<file path="src/rtl/control_sequencer_if.sv">
// control_sequencer_if
//   Groups the signals that pass between the control sequencer and the rest of
//   the 8-bit bus computer. The sequencer owns the master modport. The datapath,
//   or a testbench standing in for it, uses the slave modport.
//
//   Signals:
//     bus         8  shared bus value; the IR captures it during T1
//     carry_flag  1  registered ALU carry
//     zero_flag   1  registered ALU zero
//     pc_out .. out_load
//                 1  control word bits; see control_sequencer.sv
//     halt        1  sticky halt indicator
//     step        3  current microstep (debug)
//     opcode      4  ir[7:4] (debug)
//     operand     4  ir[3:0]; the datapath places {4'b0, operand} on the bus
//                    while ir_out is high
interface control_sequencer_if;
    logic [7:0] bus;
    logic       carry_flag;
    logic       zero_flag;
    logic       pc_out;
    logic       pc_inc;
    logic       pc_load;
    logic       mar_load;
    logic       ram_out;
    logic       ir_out;
    logic       a_load;
    logic       a_out;
    logic       b_load;
    logic       alu_out;
    logic       alu_sub;
    logic       flags_load;
    logic       out_load;
    logic       halt;
    logic [2:0] step;
    logic [3:0] opcode;
    logic [3:0] operand;

    modport master (
        input  bus, carry_flag, zero_flag,
        output pc_out, pc_inc, pc_load, mar_load, ram_out, ir_out,
               a_load, a_out, b_load, alu_out, alu_sub, flags_load,
               out_load, halt, step, opcode, operand
    );

    modport slave (
        output bus, carry_flag, zero_flag,
        input  pc_out, pc_inc, pc_load, mar_load, ram_out, ir_out,
               a_load, a_out, b_load, alu_out, alu_sub, flags_load,
               out_load, halt, step, opcode, operand
    );
endinterface

</file>
<file path="src/rtl/control_sequencer.sv">
// control_sequencer
//   Instruction register and microstep sequencer for the 8-bit bus computer.
//   Each instruction is fetched in T0-T1 and executed in T2-T4.
//   The instruction format is a 4-bit opcode in ir[7:4] and a 4-bit operand in
//   ir[3:0]. The control word is combinational from the step, the opcode, the
//   flags and the halt state, so it has no extra latency.
//
//   Ports:
//     clk  rising-edge system clock
//     rst  asynchronous, active-high reset. Clears the IR, the step and halt,
//          and forces every control output low while it is high.
//     ctl  control_sequencer_if.master: bus and flag inputs, control word,
//          debug outputs
//
//   Parameters:
//     NUM_STEPS  microsteps per instruction; the step counter wraps at
//                NUM_STEPS-1
//     OPC_HLT    opcode that freezes the sequencer until reset
//
//   Optional feature, selected by macro CONTROL_SEQUENCER_EARLY_END_EN:
//     When the macro is defined, step returns to T0 on the edge after an
//     instruction's last non-empty execute step. When it is undefined, every
//     instruction runs all NUM_STEPS steps.
module control_sequencer #(
    parameter int         NUM_STEPS = 5,
    parameter logic [3:0] OPC_HLT   = 4'hF
) (
    input logic                 clk,
    input logic                 rst,
    control_sequencer_if.master ctl
);

    typedef enum logic [2:0] {
        T0 = 3'd0,
        T1 = 3'd1,
        T2 = 3'd2,
        T3 = 3'd3,
        T4 = 3'd4
    } step_t;

    localparam logic [2:0] LAST_STEP = 3'(NUM_STEPS - 1);

    localparam logic [3:0] OPC_LDA = 4'h1;
    localparam logic [3:0] OPC_ADD = 4'h2;
    localparam logic [3:0] OPC_SUB = 4'h3;
    localparam logic [3:0] OPC_LDI = 4'h5;
    localparam logic [3:0] OPC_JMP = 4'h6;
    localparam logic [3:0] OPC_JC  = 4'h7;
    localparam logic [3:0] OPC_JZ  = 4'h8;
    localparam logic [3:0] OPC_OUT = 4'hE;

    step_t      step_q, step_d;
    logic [7:0] ir_q, ir_d;
    logic       halted_q, halted_d;
    logic       ir_load;
    logic [3:0] opc;
    logic [2:0] last_step;

    assign opc = ir_q[7:4];

`ifdef CONTROL_SEQUENCER_EARLY_END_EN
    // The instruction ends on its last step that drives anything. LDA finishes
    // in T3 and ADD/SUB use T4. Every other opcode, including an untaken jump,
    // is done after T2.
    always_comb begin
        last_step = T2;
        case (opc)
            OPC_LDA:          last_step = T3;
            OPC_ADD, OPC_SUB: last_step = T4;
            default:          last_step = T2;
        endcase
    end
`else
    // Without early end, every instruction walks through all the steps.
    assign last_step = LAST_STEP;
`endif

    // State register. Reset is asynchronous, so a pulse between edges abandons
    // the current instruction at once. The next fetch then starts from T0.
    always_ff @(posedge clk or posedge rst) begin
        if (rst) begin
            step_q   <= T0;
            ir_q     <= 8'h00;
            halted_q <= 1'b0;
        end else begin
            step_q   <= step_d;
            ir_q     <= ir_d;
            halted_q <= halted_d;
        end
    end

    // Next-state logic. The IR captures the bus on the edge that ends T1.
    // HLT sets halted on the edge that ends T2 and leaves the step parked at
    // T2. Once halted, nothing moves until reset.
    always_comb begin
        step_d   = step_q;
        ir_d     = ir_q;
        halted_d = halted_q;
        if (!halted_q) begin
            if (ir_load) begin
                ir_d = ctl.bus;
            end
            if (step_q == T2 && opc == OPC_HLT) begin
                halted_d = 1'b1;
            end else if (3'(step_q) == last_step) begin
                step_d = T0;
            end else begin
                step_d = step_t'(3'(step_q) + 3'd1);
            end
        end
    end

    // Control word decode. T0 and T1 are the fetch and ignore the opcode,
    // which still holds the previous instruction during T1. Reset and halt
    // both force the whole word low. At most one bus driver is raised in any
    // step, so the shared bus never has two drivers.
    always_comb begin
        ctl.pc_out     = 1'b0;
        ctl.pc_inc     = 1'b0;
        ctl.pc_load    = 1'b0;
        ctl.mar_load   = 1'b0;
        ctl.ram_out    = 1'b0;
        ctl.ir_out     = 1'b0;
        ctl.a_load     = 1'b0;
        ctl.a_out      = 1'b0;
        ctl.b_load     = 1'b0;
        ctl.alu_out    = 1'b0;
        ctl.alu_sub    = 1'b0;
        ctl.flags_load = 1'b0;
        ctl.out_load   = 1'b0;
        ir_load        = 1'b0;
        if (!rst && !halted_q) begin
            case (step_q)
                T0: begin
                    ctl.pc_out   = 1'b1;
                    ctl.mar_load = 1'b1;
                end
                T1: begin
                    ctl.ram_out = 1'b1;
                    ctl.pc_inc  = 1'b1;
                    ir_load     = 1'b1;
                end
                T2: begin
                    case (opc)
                        OPC_LDA, OPC_ADD, OPC_SUB: begin
                            ctl.ir_out   = 1'b1;
                            ctl.mar_load = 1'b1;
                        end
                        OPC_LDI: begin
                            ctl.ir_out = 1'b1;
                            ctl.a_load = 1'b1;
                        end
                        OPC_JMP: begin
                            ctl.ir_out  = 1'b1;
                            ctl.pc_load = 1'b1;
                        end
                        OPC_JC: begin
                            ctl.ir_out  = ctl.carry_flag;
                            ctl.pc_load = ctl.carry_flag;
                        end
                        OPC_JZ: begin
                            ctl.ir_out  = ctl.zero_flag;
                            ctl.pc_load = ctl.zero_flag;
                        end
                        OPC_OUT: begin
                            ctl.a_out    = 1'b1;
                            ctl.out_load = 1'b1;
                        end
                        default: ;
                    endcase
                end
                T3: begin
                    case (opc)
                        OPC_LDA: begin
                            ctl.ram_out = 1'b1;
                            ctl.a_load  = 1'b1;
                        end
                        OPC_ADD, OPC_SUB: begin
                            ctl.ram_out = 1'b1;
                            ctl.b_load  = 1'b1;
                        end
                        default: ;
                    endcase
                end
                T4: begin
                    if (opc == OPC_ADD || opc == OPC_SUB) begin
                        ctl.alu_out    = 1'b1;
                        ctl.a_load     = 1'b1;
                        ctl.flags_load = 1'b1;
                        ctl.alu_sub    = (opc == OPC_SUB);
                    end
                end
                default: ;
            endcase
        end
    end

    assign ctl.halt    = halted_q;
    assign ctl.step    = 3'(step_q);
    assign ctl.opcode  = opc;
    assign ctl.operand = ir_q[3:0];

endmodule
</file>
<file path="src/flat_wrapper.sv">
// flat-port wrapper written by rule: the top's interface ports become plain ports
module control_sequencer_flat 
#(
    parameter int         NUM_STEPS = 5,
    parameter logic [3:0] OPC_HLT   = 4'hF
)
  (clk, rst, ctl_bus, ctl_carry_flag, ctl_zero_flag, ctl_pc_out, ctl_pc_inc, ctl_pc_load, ctl_mar_load, ctl_ram_out, ctl_ir_out, ctl_a_load, ctl_a_out, ctl_b_load, ctl_alu_out, ctl_alu_sub, ctl_flags_load, ctl_out_load, ctl_halt, ctl_step, ctl_opcode, ctl_operand);
  control_sequencer_if ctl_i ();
  input logic clk;
  input logic rst;
  input wire logic [$bits(ctl_i.bus)-1:0] ctl_bus;
  input wire logic [$bits(ctl_i.carry_flag)-1:0] ctl_carry_flag;
  input wire logic [$bits(ctl_i.zero_flag)-1:0] ctl_zero_flag;
  output wire logic [$bits(ctl_i.pc_out)-1:0] ctl_pc_out;
  output wire logic [$bits(ctl_i.pc_inc)-1:0] ctl_pc_inc;
  output wire logic [$bits(ctl_i.pc_load)-1:0] ctl_pc_load;
  output wire logic [$bits(ctl_i.mar_load)-1:0] ctl_mar_load;
  output wire logic [$bits(ctl_i.ram_out)-1:0] ctl_ram_out;
  output wire logic [$bits(ctl_i.ir_out)-1:0] ctl_ir_out;
  output wire logic [$bits(ctl_i.a_load)-1:0] ctl_a_load;
  output wire logic [$bits(ctl_i.a_out)-1:0] ctl_a_out;
  output wire logic [$bits(ctl_i.b_load)-1:0] ctl_b_load;
  output wire logic [$bits(ctl_i.alu_out)-1:0] ctl_alu_out;
  output wire logic [$bits(ctl_i.alu_sub)-1:0] ctl_alu_sub;
  output wire logic [$bits(ctl_i.flags_load)-1:0] ctl_flags_load;
  output wire logic [$bits(ctl_i.out_load)-1:0] ctl_out_load;
  output wire logic [$bits(ctl_i.halt)-1:0] ctl_halt;
  output wire logic [$bits(ctl_i.step)-1:0] ctl_step;
  output wire logic [$bits(ctl_i.opcode)-1:0] ctl_opcode;
  output wire logic [$bits(ctl_i.operand)-1:0] ctl_operand;
  assign ctl_i.bus = ctl_bus;
  assign ctl_i.carry_flag = ctl_carry_flag;
  assign ctl_i.zero_flag = ctl_zero_flag;
  assign ctl_pc_out = ctl_i.pc_out;
  assign ctl_pc_inc = ctl_i.pc_inc;
  assign ctl_pc_load = ctl_i.pc_load;
  assign ctl_mar_load = ctl_i.mar_load;
  assign ctl_ram_out = ctl_i.ram_out;
  assign ctl_ir_out = ctl_i.ir_out;
  assign ctl_a_load = ctl_i.a_load;
  assign ctl_a_out = ctl_i.a_out;
  assign ctl_b_load = ctl_i.b_load;
  assign ctl_alu_out = ctl_i.alu_out;
  assign ctl_alu_sub = ctl_i.alu_sub;
  assign ctl_flags_load = ctl_i.flags_load;
  assign ctl_out_load = ctl_i.out_load;
  assign ctl_halt = ctl_i.halt;
  assign ctl_step = ctl_i.step;
  assign ctl_opcode = ctl_i.opcode;
  assign ctl_operand = ctl_i.operand;
  control_sequencer #(.NUM_STEPS(NUM_STEPS), .OPC_HLT(OPC_HLT)) u_core (.clk(clk), .rst(rst), .ctl(ctl_i));
endmodule
</file>
<file path="config.mk">
export PLATFORM = sky130hd
export DESIGN_NAME = control_sequencer_flat
export DESIGN_NICKNAME = d
export VERILOG_FILES = /design/src/rtl/control_sequencer_if.sv /design/src/rtl/control_sequencer.sv /design/src/flat_wrapper.sv
export SDC_FILE = /design/constraint.sdc
export NUM_CORES = 1
export LEC_CHECK = 0
export ABC_CLOCK_PERIOD_IN_PS = 3690
export CORE_MARGIN = 10
export CORE_UTILIZATION = 55
export DETAILED_ROUTE_END_ITERATION = 12
export DONT_BUFFER_PORTS = 1
export PLACE_DENSITY = 0.67
export RECOVER_POWER = 50
export SYNTH_ARGS = -nofsm -noshare
export SYNTH_HDL_FRONTEND = slang
export SYNTH_SLANG_ARGS = --single-unit
</file>
<file path="constraint.sdc">
create_clock -name clk -period 3.69 [get_ports clk]
set_clock_uncertainty 0.15 [all_clocks]
set_input_delay 0.5535 -clock clk [delete_from_list [all_inputs] [get_ports clk]]
set_output_delay 0.5535 -clock clk [all_outputs]
set_load 0.05 [all_outputs]
</file>
Word-level counts from Yosys, hierarchy flattened
Cells that the tools add are included.

storage, ports and cells
  bits in registers = 12
  input port bits = 12
  output and inout bits = 25
  word-level logic and storage cells = 64

operators by class
  add/sub/neg operators = 1
  eq/ne operators = 13
  multiplexer cells = 34
  bitwise operators = 2
  reduce and logical (&&, ||, !) cells = 11

operator list
  cell                                           count
  2-to-1 mux 1 bit                               28
  == test 4 x 3 -> 1 bit, second input constant  3
  == test 4 bit, second input constant           3
  case mux 1 bit (3 select lines)                3
  == test 4 x 2 -> 1 bit, second input constant  2
  == test 3 x 2 -> 1 bit, second input constant  2
  OR reduction 5 bit                             1
  == test 4 x 1 -> 1 bit, second input constant  1
  case mux 1 bit (2 select lines)                2
  AND reduction 2 bit                            2
  adder 3 x 1 -> 3 bit, second input constant    1
  == test 3 x 1 -> 1 bit, second input constant  1
  == test 3 bit, second input constant           1
  zero test 3 bit                                1
  2-to-1 mux 3 bit                               1
  OR reduction 3 bit                             1
  logical AND 1 bit                              2
  zero test 1 bit                                2
  inverter 1 bit                                 2
  OR reduction 2 bit                             1
  logical OR 1 bit                               1

Depth between registers and ports, before layout
Gate-level depths: netlist of the first run.

  depth in word-level cells = 5
  mapped depth = 5
  depth with buffers taken out = 5

Least setup slack after synthesis of the first run
Ideal clock, no wire load.

  path kind = reg2out
  start point = register u_core.step_q[0] (netlist: u_core.ctl.step[0])
  end point = output ctl_b_load
  arrival = 2.673 ns
  data required time = 2.987 ns
  slack = 0.314 ns
  cell stages (with the launch flop) = 5
  buffers on the path = 0
  cells stage by stage = dfrtp_1 -> ha_1 -> ha_1 -> inv_1 -> nor4_1

between the ends
  cells in the longest elaborated chain, start to end = 3

RTL lines
  what                      line                      RTL
  start: declaration        control_sequencer.sv:52   step_t step_q, step_d;
  start signal: assignment  control_sequencer.sv:86   step_q <= step_d;
  == test 3 x 2 -> 1 bit    control_sequencer.sv:133  case (step_q)
  2-to-1 mux 1 bit          control_sequencer.sv:133
  2-to-1 mux 1 bit          control_sequencer.sv:132  if (!rst && !halted_q) begin
  end: declaration          flat_wrapper.sv:22        output wire logic [$bits(ctl_i.b_load)-1:0] ctl_b_load;

No other way between the ends.

Final worst setup path of the first run
  start point = register u_core.step_q[0] (netlist: u_core.ctl.step[0])
  end point = output ctl_a_load

between the ends
  cells in the longest elaborated chain, start to end = 3
  elaborated cells on any way between the ends = 5
  classes of those cells = eq/ne: 3; mux: 2

RTL lines
  what                                                     line                      RTL
  == test 3 bit or == test 3 x 2 -> 1 bit (tied branches)  control_sequencer.sv:133
  case mux 1 bit (3 select lines) *                        control_sequencer.sv:133
  2-to-1 mux 1 bit *                                       control_sequencer.sv:132
  end: declaration                                         flat_wrapper.sv:20        output wire logic [$bits(ctl_i.a_load)-1:0] ctl_a_load;

Mark *: on every way between the ends. The rest lies on a longest branch, timed or not.

==> results.toml, run 1 <==
[logic_synthesis]
synth_nets = 100
syn_avg_cell_area_um2 = 10.40
async_flop_share_pct = 100.0
yosysSeqAreaShare_pct = 34.78
ys.flop_type = "dfrtp_1"
synthCells = 83
synth-edff-count = 0
syn-cell-area_um2 = 863.3
ys_warn_count = 0
ys_types = 33
ys_seq_elements = 12

[cts]
clock_sinks = 12
cts_inserted_buffers = 3
clock_path_buffers = 2
postCtsSetupRepairBufs = 0
htree_levels = 1
cts_tree = "yes"
clkLatencyLatePin_ns = 0.27
cts_resized = 0
clockRootBuffer = "clkbuf_4"
clk_pin_slew_ns = 0.07
cts_hold_buf = 0

[grt]
grt_overflow = 0
grt_usage_pct = 11.14
grt_pass1_wl_um = 3008
grt_max_degree = 14
grt_pass1_vias = 618
grt_antenna_before_repair = 0

[sta]
fmax_ghz = 0.3164
maxSlewViolCount = 0
fin_tns_setup_ns = 0
finalCriticalPeriod_ns = 3.161
fin_crit_sh_pct = 85.65
relSlewSlack_pct = 42.92
setup_ws_ns = 0.5295
finalSetupViolations = 0
worst_pin_slew_ns = 0.8563
grt_setup_unrepaired = "no"
hold_viol_final = 0

[routing]
firstDrtPassIters = 4
antenna_left = 0
drc_errors = 0
wl_per_cell_um = 18.43
vias = 625
viasPerCell = 6.010
wirelength_um = 1917
drtIter0Drc = 15

[floorplan]
io_pins = 37
die_h_um = 59.62
start_util_pct = 57.98
dieArea_mm2 = 0.003555
fp.coreArea_mm2 = 0.001489
rows = 14
die_w_um = 59.62

[placed_design]
io_buffer_count = 0
place.gp.congestion = 0.8050
place_area_um2 = 915.9
dpl_worst_slack_ns = 0.8256
dp.cells = 100

[setup_path]
worstSetupPathType = "flop to output port"
crit_fanout = 6
cp.arrival_ns = 2.46
cp-start-kind = "flop"
cp.required_ns = 2.99
worstSetupStartpoint = "u_core.ctl.step[0]"
reg2reg_depth = 5
cp-end-kind = "output port"
reg2reg_from = "u_core.ctl.step[0]"
reg2reg_slack_ns = 1.61
timing.rr.end = "u_core.ctl.step[0]"

[layout]
final_common_cell = "dfrtp_1"
n_fill_cell = 129
num-nets-final = 106
final_cell_mix = "dfrtp_1, inv_1, mux2_4"
drive_above_1_share_pct = 35.23
area_delta_synth_final_pct = 10.29
stdcell_area_um2 = 952.2
antenna_cells = 0
stdcell_count = 104

[hold_path]
hold_class = "input pin to asynchronous set/reset pin"

[run_status]
status = "complete, no violations"

[run]
cap_violations = 0
==> synth_stat cells (2+ instances only) <==
library cell,count,area (um^2)
ha_1,5,62.56
a211oi_1,2,15.01
o21ai_0,4,20.02
mux2_4,7,105.1
nand2b_1,3,18.77
dfrtp_1,12,300.3
a21oi_1,2,10.01
inv_1,8,30.03
buf_2,2,10.01
mux2_2,2,22.52
nor3_1,3,15.01
nand2_1,5,18.77
buf_4,3,22.52
nand3_1,2,10.01
nor2_1,5,18.77
==> registers in the layout (all words and copies together), names as in the netlist <==
signal / count
u_core.ctl.halt: 1
u_core.ctl.step: 3
u_core.ir_q: 8
==> routing by layer <==
layer / vias up / part of all wire (%) / routed length [um] / GRT usage (%)
li1: 299 / - / - / -
met1: 296 / 38 / 732 / 12.33
met2: 26 / 45 / 858 / 15.75
met3: 4 / 15 / 287 / 6.867
met4: 0 / 2.0 / 39 / 6.731
met5: - / 0 / 0 / 0
==> worst max path at each step <==
stage	cells past startpoint	to	slack, ns
2_1_floorplan	4	ctl_b_load	0.31
3_3_place_gp	5	ctl_a_load	0.89
3_5_place_dp	5	ctl_a_load	0.83
4_1_cts	5	ctl_a_load	0.52
5_1_grt	5	ctl_a_load	0.21
6_report	5	ctl_a_load	0.53
==> cells by family (layout without fill, tap and decap cells) <==
logic type / after synthesis / in the layout / synth area share (%)
adders and majority gates: 5 / 5 / 7.246
buffers and inverters: 14 / 19 / 9.565
DFF: 12 / 12 / 34.78
and+or+nand+nor: 29 / 29 / 22.18
muxes: 9 / 9 / 14.78
AOI/OAI and AO/OA: 14 / 14 / 11.45
==> through the flow <==
step	hold WS, ns	util [%]
6_report	0.01940	63.95
2_1_floorplan	0.2682	-
3_5_place_dp	0.3287	61.51
4_1_cts	0.02722	63.95
3_3_place_gp	0.3316	61.51
5_1_grt	0.03778	63.95
==> layout make-up <==
| cell class | count | area (um^2) | share of cell area [%] |
|---|---|---|---|
| Inverter | 8 | 30.03 | 3.154 |
| Sequential cell | 12 | 300.3 | 31.54 |
| Timing Repair Buffer | 7 | 68.82 | 7.227 |
| Multi-Input combinational cell | 57 | 496.7 | 52.17 |
| Tap cell | 16 | 20.02 | 2.102 |
| Clock buffer | 4 | 36.28 | 3.811 |
==> worst max-delay path, cell delays in order (launching register included) <==
cell       delay, ns
dfrtp_1         0.72
ha_1            0.29
ha_1            0.21
nand2b_1        0.06
a2111oi_0       0.40
o211a_1         0.51
Power of run 1 is not shown: default switching activity piles up to over one toggle a cycle in this logic, so the estimate is an artifact.
==> run 2: changes to the inputs <==
--- a/config.mk
+++ b/config.mk
@@ -5,7 +5,7 @@
 export SDC_FILE = /design/constraint.sdc
 export NUM_CORES = 1
 export LEC_CHECK = 0
-export ABC_CLOCK_PERIOD_IN_PS = 3690
+export ABC_CLOCK_PERIOD_IN_PS = 3200
 export CORE_MARGIN = 10
 export CORE_UTILIZATION = 55
 export DETAILED_ROUTE_END_ITERATION = 12
==> constraint.sdc (replaced) <==
create_clock -name clk -period 3.2 [get_ports clk]
set_clock_uncertainty 0.15 [all_clocks]
set_input_delay 0.48 -clock clk [delete_from_list [all_inputs] [get_ports clk]]
set_output_delay 0.48 -clock clk [all_outputs]
set_load 0.05 [all_outputs]
==> results.toml, run 2 (synthesis results as in run 1) <==
[floorplan]
die_h_um = 59.62
start_util_pct = 57.98
fp.coreArea_mm2 = 0.001489
dieArea_mm2 = 0.003555
die_w_um = 59.62
io_pins = 37
rows = 14

[layout]
final_cell_mix = "dfrtp_1, buf_4, inv_1, mux2_4"
area_delta_synth_final_pct = 15.36
drive_above_1_share_pct = 36.17
n_fill_cell = 124
antenna_cells = 0
final_common_cell = "dfrtp_1"
top_register = "u_core.ir_q"
multi_input_area_um2 = 496.7
regArea_um2 = 300.3
num-nets-final = 112
largest_reg_flops = 8

[setup_path]
reg2reg_slack_ns = 1.20
reg2reg_depth = 3
worstSetupPathType = "flop to output port"
cp-start-kind = "flop"
crit_fanout = 5
cp.required_ns = 2.57
cp-end-kind = "output port"
timing.rr.end = "u_core.ir_q[3]"
cp.arrival_ns = 2.09
reg2reg_from = "u_core.ctl.halt"

[cts]
cts_hold_buf = 1
clkLatencyLatePin_ns = 0.27
postCtsSetupRepairBufs = 0
clock_sinks = 12
clockRootBuffer = "clkbuf_4"
clk_pin_slew_ns = 0.07
cts_inserted_buffers = 3
htree_levels = 1
cts_tree = "yes"
cts_resized = 0
clock_path_buffers = 2

[sta]
fin_crit_sh_pct = 84.91
finalSetupViolations = 0
setup_ws_ns = 0.4830
fmax_ghz = 0.3680
grt_setup_unrepaired = "no"
holdWs_ns = 0.1985
fin_tns_setup_ns = 0
relSlewSlack_pct = 49.90
worst_pin_slew_ns = 0.7515
finalCriticalPeriod_ns = 2.717
maxSlewViolCount = 0
hold_viol_final = 0

[routing]
drc_errors = 0
wl_per_cell_um = 18.27
antenna_left = 0
firstDrtPassIters = 4
vias = 660
wirelength_um = 2010
viasPerCell = 6.000
drtIter0Drc = 8

[placed_design]
place.gp.congestion = 0.8156
io_buffer_count = 0
dp_hpwl_um = 1567
dpl_worst_slack_ns = 0.7730

[hold_path]
hold_end = "u_core.ir_q[6]"
hold_start = "ctl_bus[6]"
hold_class = "input pin to flop"
hold_depth = 1

[grt]
grt_pass1_vias = 641
grt_overflow = 0
grt_usage_pct = 11.27
grt_antenna_before_repair = 0
grt_max_degree = 13
grt_pass1_wl_um = 3201

[run]
cap_violations = 0

[run_status]
status = "complete, no violations"
-- run 2: worst max-delay path, stage by stage, from the launching register on --
cell and delay [ns]:
dfrtp_1 0.35, buf_4 0.21, ha_1 0.26, nand3b_1 0.09, a2111oi_0 0.39, o211a_1 0.50
-- run 2: routing by layer --
metal	share of wire [%]	GRT usage [%]	vias to the layer above
met5	0	0	-
met4	0.45	3.846	0
met3	13	5.794	2
met2	48	16.49	29
met1	38	13.81	316
li1	-	-	313
-- run 2: worst max path at each step --
| stage | start | to | depth (start not counted) |
|---|---|---|---|
| final | u_core.ctl.step[1] | ctl_a_load | 5 |
| after global routing | u_core.ctl.step[1] | ctl_a_load | 5 |
| after CTS | u_core.ctl.step[1] | ctl_a_load | 5 |
| after detailed placement | u_core.ctl.step[1] | ctl_a_load | 5 |
| after global placement | u_core.ctl.step[1] | ctl_a_load | 5 |
| after floorplan | u_core.ctl.step[1] | ctl_out_load | 4 |
-- run 2: layout make-up --
type | count | area share (%)
multi-input cells | 57 | 49.87
flip-flops and latches | 12 | 30.15
repair buffers | 13 | 11.31
clock buffers | 4 | 3.643
inverters | 8 | 3.015
well taps | 16 | 2.010
-- run 2: stage by stage --
step	instance area, um^2	std cells	util [%]
after floorplan	869.6	83	-
after global placement	953.4	105	64.03
after CTS	999.7	110	67.14
after detailed placement	953.4	105	64.03
final	996.0	110	66.89
after global routing	996.0	110	66.89
Power of run 2 is left out for the same reason.
